## src/rtl/multi_button_debounce.sv

```systemverilog
// N_CH-channel button debouncer with press/release pulses, lock masking and a lowest-index press encoder.
// Optional auto-repeat on held buttons is enabled by defining MULTI_BUTTON_DEBOUNCE_REPEAT_EN.
module multi_button_debounce #(
  parameter int N_CH            = 8,
  parameter int DEBOUNCE_CYCLES = 4,
  parameter int REPEAT_DELAY    = 50,
  parameter int REPEAT_PERIOD   = 10,
  localparam int IDX_W          = (N_CH > 1) ? $clog2(N_CH) : 1
) (
  input  logic              CLOCK,
  input  logic              RESET_N,
  input  logic [N_CH-1:0]   button,
  input  logic              lock,
  output logic [N_CH-1:0]   level,
  output logic [N_CH-1:0]   press,
  output logic [N_CH-1:0]   release_pulse,
  output logic              press_any,
  output logic [IDX_W-1:0]  press_idx
);

  localparam int CW = $clog2(DEBOUNCE_CYCLES + 1);

  for (genvar i = 0; i < N_CH; i++) begin : g_ch
    logic          s1, s2, lvl, prs, rls;
    logic [CW-1:0] cnt;
    logic          done, rise, fall, rep;

    // The counter only runs while the synchronised input disagrees with the debounced level.
    assign done = (s2 != lvl) && (cnt == CW'(DEBOUNCE_CYCLES - 1));
    assign rise = done && !lvl;
    assign fall = done && lvl;

`ifdef MULTI_BUTTON_DEBOUNCE_REPEAT_EN
    localparam int RMAX = (REPEAT_DELAY > REPEAT_PERIOD) ? REPEAT_DELAY : REPEAT_PERIOD;
    localparam int TW   = $clog2(RMAX + 1);
    logic [TW-1:0] tmr;
    logic          phase;

    // phase=0 waits out the initial delay, phase=1 paces the periodic repeats; lock does not stall it.
    assign rep = lvl && !fall &&
                 (phase ? (tmr == TW'(REPEAT_PERIOD - 1)) : (tmr == TW'(REPEAT_DELAY - 1)));

    always_ff @(posedge CLOCK or negedge RESET_N) begin
      if (!RESET_N) begin
        tmr   <= '0;
        phase <= 1'b0;
      end else if (!lvl) begin
        tmr   <= '0;
        phase <= 1'b0;
      end else if (rep) begin
        tmr   <= '0;
        phase <= 1'b1;
      end else begin
        tmr   <= tmr + 1'b1;
      end
    end
`else
    assign rep = 1'b0;
`endif

    always_ff @(posedge CLOCK or negedge RESET_N) begin
      if (!RESET_N) begin
        s1  <= 1'b0;
        s2  <= 1'b0;
        lvl <= 1'b0;
        cnt <= '0;
        prs <= 1'b0;
        rls <= 1'b0;
      end else begin
        s1 <= button[i];
        s2 <= s1;
        if (s2 == lvl) begin
          cnt <= '0;
        end else if (done) begin
          lvl <= s2;
          cnt <= '0;
        end else begin
          cnt <= cnt + 1'b1;
        end
        prs <= !lock && (rise || rep);
        rls <= !lock && fall;
      end
    end

    assign level[i]         = lvl;
    assign press[i]         = prs;
    assign release_pulse[i] = rls;
  end

  // Scan from the top so the lowest set index wins.
  always_comb begin
    press_idx = '0;
    for (int i = N_CH - 1; i >= 0; i--) begin
      if (press[i]) press_idx = IDX_W'(i);
    end
  end

  assign press_any = |press;

endmodule
```

## config.mk

```make
export PLATFORM = sky130hd
export DESIGN_NAME = multi_button_debounce
export DESIGN_NICKNAME = d
export VERILOG_FILES = /design/src/rtl/multi_button_debounce.sv
export SDC_FILE = /design/constraint.sdc
export NUM_CORES = 1
export LEC_CHECK = 0
export ABC_AREA = 1
export CAP_MARGIN = 15
export CELL_PAD_IN_SITES_DETAIL_PLACEMENT = 0
export CELL_PAD_IN_SITES_GLOBAL_PLACEMENT = 1
export CORE_UTILIZATION = 30
export DETAILED_ROUTE_END_ITERATION = 10
export GPL_TIMING_DRIVEN = 1
export PLACE_DENSITY = 0.56
export SYNTH_ARGS = -nofsm -noshare
export SYNTH_HDL_FRONTEND = slang
export SYNTH_SLANG_ARGS = --single-unit
export TNS_END_PERCENT = 50
```

## constraint.sdc

```tcl
create_clock -name CLOCK -period 2.3 [get_ports CLOCK]
set_clock_uncertainty 0.15 [all_clocks]
set_input_delay 0.575 -clock CLOCK [delete_from_list [all_inputs] [get_ports CLOCK]]
set_output_delay 0.575 -clock CLOCK [all_outputs]
set_load 0.05 [all_outputs]
```

==> impl_metrics.env, run 1 <==
export IMPL_post_cts_buffers=0
export IMPL_vias=1400
export IMPL_max_clock_path_buffers=2
export IMPL_routed_top_layer="met4"
export IMPL_outcome="finished, final reports clean"
export IMPL_antenna_left=0
export IMPL_setup_viol=0
export IMPL_dp_cells=333
export IMPL_maxCapViolCount=0
export IMPL_cts_tree="done"
export IMPL_n_antenna_cell=0
export IMPL_yosysSeqAreaShare_pct=64.5
export IMPL_synth_cell_types=18
export IMPL_fin_cells=349
export IMPL_root_buffer="clkbuf_8"
export IMPL_met3WireLength_um=118
export IMPL_cts_buffers=9
export IMPL_fmax_ghz=0.446
export IMPL_postLayoutCellArea_um2=3030
export IMPL_cpLargestDelayFamily="buffers and inverters"
export IMPL_slowest_delay_ps=810
export IMPL_cp_start_kind="flip-flop"
export IMPL_path_class="flip-flop to primary output"
export IMPL_num_nets_final=261
export IMPL_htreeDepth=3
export IMPL_wl_met1_um=1920
export IMPL_place_area_um2=2820
export IMPL_synth_edf_count=0
export IMPL_synth_ff_type="dfrtp_1"
export IMPL_synth_fp_nets=235
export IMPL_die_x_um=93.0
export IMPL_gr_usage_all_layers_pct=10.6
export IMPL_drc=0
export IMPL_p_leak_nw=1.41
export IMPL_synth_top_area_share_pct=64.5
export IMPL_powerDensity_nw_per_um2=1160
export IMPL_tns_ps=0
export IMPL_grt_overflow_total=0
export IMPL_rsz0062_at_grt="no"
export IMPL_yosysMostFrequentCell="dfrtp_1"
export IMPL_ys_warnings_count=0
export IMPL_fill_cells=792
export IMPL_drt_iter0_markers=49
export IMPL_critPathBufInv=1
export IMPL_cts_sinks=64
export IMPL_hold_viol_final=0
export IMPL_period_share_pct=97.4
export IMPL_ios=39
export IMPL_area_growth_pct=22.0
export IMPL_core_region_area_um2=7890
export IMPL_initial_core_util_pct=31.5
export IMPL_grt_start_max_net_pins=24
export IMPL_place_port_buffers=38
export IMPL_slew_viol_final=0
export IMPL_hold_class="primary input to asynchronous set/reset pin"
export IMPL_totalWireLength_um=3940
export IMPL_synth_common_cells="dfrtp_1, nor3_1, buf_4"
export IMPL_critPathCaptureType="primary output"
export IMPL_ir_drop_v=0.000364
export IMPL_dieHeight_um=93.0
export IMPL_fp_dieArea_um2=8650
export IMPL_gp_congestion=0.674
export IMPL_tightest_slew_ps=582
export IMPL_hpwl_um=2810
export IMPL_cp_data_arrival_time_ps=1520
export IMPL_vias_per_cell=4.01
export IMPL_routed_wl_met2_um=1840
export IMPL_antenna_found_initial=0
export IMPL_synth_area_leaders="dfrtp_1, buf_4, nor3_1"
export IMPL_num_rows=32
export IMPL_crit_path_top_delay_cell="clkdlybuf4s50_1"
export IMPL_cp_cell_sequence="clkdlybuf4s50_1"
export IMPL_grt_pass1_vias=1359
export IMPL_drive_gt1_share_pct=20.6
export IMPL_crit_required_ps=1570
export IMPL_synth_largest_area_cell="dfrtp_1"
export IMPL_grt_pass1_wl_um=6710
export IMPL_routedWlPerCell_um=11.3
export IMPL_clk_latency_ps=320
export IMPL_final_min_clock_period_ps=2240
export IMPL_relSlewSlack_pct=61.2
export IMPL_cts_hold_buf=0
export IMPL_dr_pass1_iters=4
export IMPL_clk_pin_slew_ps=70
export IMPL_avgSynthCellArea_um2=11.5
export IMPL_path_max_fanout=3
export IMPL_ys_ff_latch=64
export IMPL_syn_cell_area_um2=2480
export IMPL_synthCells=216
export IMPL_async_flop_share_pct=100
## through the flow
step | worst slack, ps | hold slack (ps) | power, W | utilization [%]
6_report | 59.4 | 96.6 | 0.00353 | 38.4
3_3_place_gp | 367 | 181 | 0.00260 | 35.8
5_1_grt | 0.131 | 118 | 0.00378 | 38.4
4_1_cts | 38.1 | 95.2 | 0.00359 | 38.3
3_5_place_dp | 358 | 185 | 0.00261 | 35.8
2_1_floorplan | 197 | 129 | 0.00240 | -
## sequential cells by signal, summed over array words and instances (netlist names)
signal and cells:
g_ch.cnt 24, g_ch.lvl 8, g_ch.prs 8, g_ch.rls 8
g_ch.s1 8, g_ch.s2 8
## final timing paths
kind | cells after the start | end | start | slack, ps
worst max register to register | 4 | g_ch[7].prs | g_ch[7].lvl | 910
worst max-delay path | 1 | press[4] | g_ch[4].prs | 60
max in group asynchronous | 2 | g_ch[1].rls | RESET_N | 1380
min in group CLOCK | 0 | g_ch[3].s2 | g_ch[3].s1 | 190
worst min-delay path | 1 | g_ch[3].s2 | RESET_N | 100
worst min register to register | 0 | g_ch[3].s2 | g_ch[3].s1 | 190
## cell type report
type / instances / area, um2 / area share (%)
clock buffers: 13 / 159 / 5.24
flip-flops and latches: 64 / 1600 / 52.8
repair buffers: 41 / 399 / 13.2
clock inverters: 3 / 40.0 / 1.32
inverters: 29 / 109 / 3.59
multi-input cells: 97 / 594 / 19.6
well taps: 102 / 128 / 4.21
## metal layers
metal | vias to the layer above | track usage [%]
met5 | - | 0
met4 | 0 | 6.92
met2 | 23 | 15.1
li1 | 711 | -
met1 | 662 | 14.1
met3 | 4 | 3.01
## cell usage in the layout (no fill, tap or decap), types with 2 or more instances in the layout
cell	n
xnor2_1	8
inv_1	21
nor2_1	9
clkdlybuf4s50_1	22
inv_2	8
dfrtp_1	64
nand2_1	18
xor2_1	8
buf_12	3
nor3_1	32
buf_4	14
clkbuf_1	2
ha_1	8
clkinv_2	2
nor2_2	8
clkbuf_8	11
## cell families after synthesis
kind of cell             after synthesis  synth area share (%)
buffers and inverters                 55                  12.0
AO/OA/AOI/OAI                          2                 0.453
flip-flops                            64                  64.5
AND/OR/NAND/NOR                       71                  13.4
adder cells (fa/ha/maj)                8                  4.03
XOR/XNOR                              16                  5.64
## where the power goes
group	total (W)	internal, W	leakage [nW]	switching (W)
logic	0.00107	0.000372	0.484	0.000698
clock network	0.000960	0.000557	0.103	0.000402
registers	0.00150	0.00134	0.823	0.000162
total	0.00353	0.00227	1.41	0.00126
## what timing repair did
action,in CTS,in global routing
gates cloned,0,0
endpoints found under the setup margin,1,3
resized for setup,1,2
endpoints found under the hold margin,0,0
(Power assumes the default switching activity.)
==> run 2, diff against run 1 <==
Settings changed: CAP_MARGIN 15 to 20, CTS_CLUSTER_SIZE set to 25.
==> results of run 2 <==
The final DEF is identical to that of run 1; final timing and power are the same.
==> run 3, diff against run 2 <==
Settings changed: CAP_MARGIN 20 to 10, GPL_ROUTABILITY_DRIVEN set to 0.
==> results of run 3 <==
The final DEF is identical to that of run 1; final timing and power are the same.
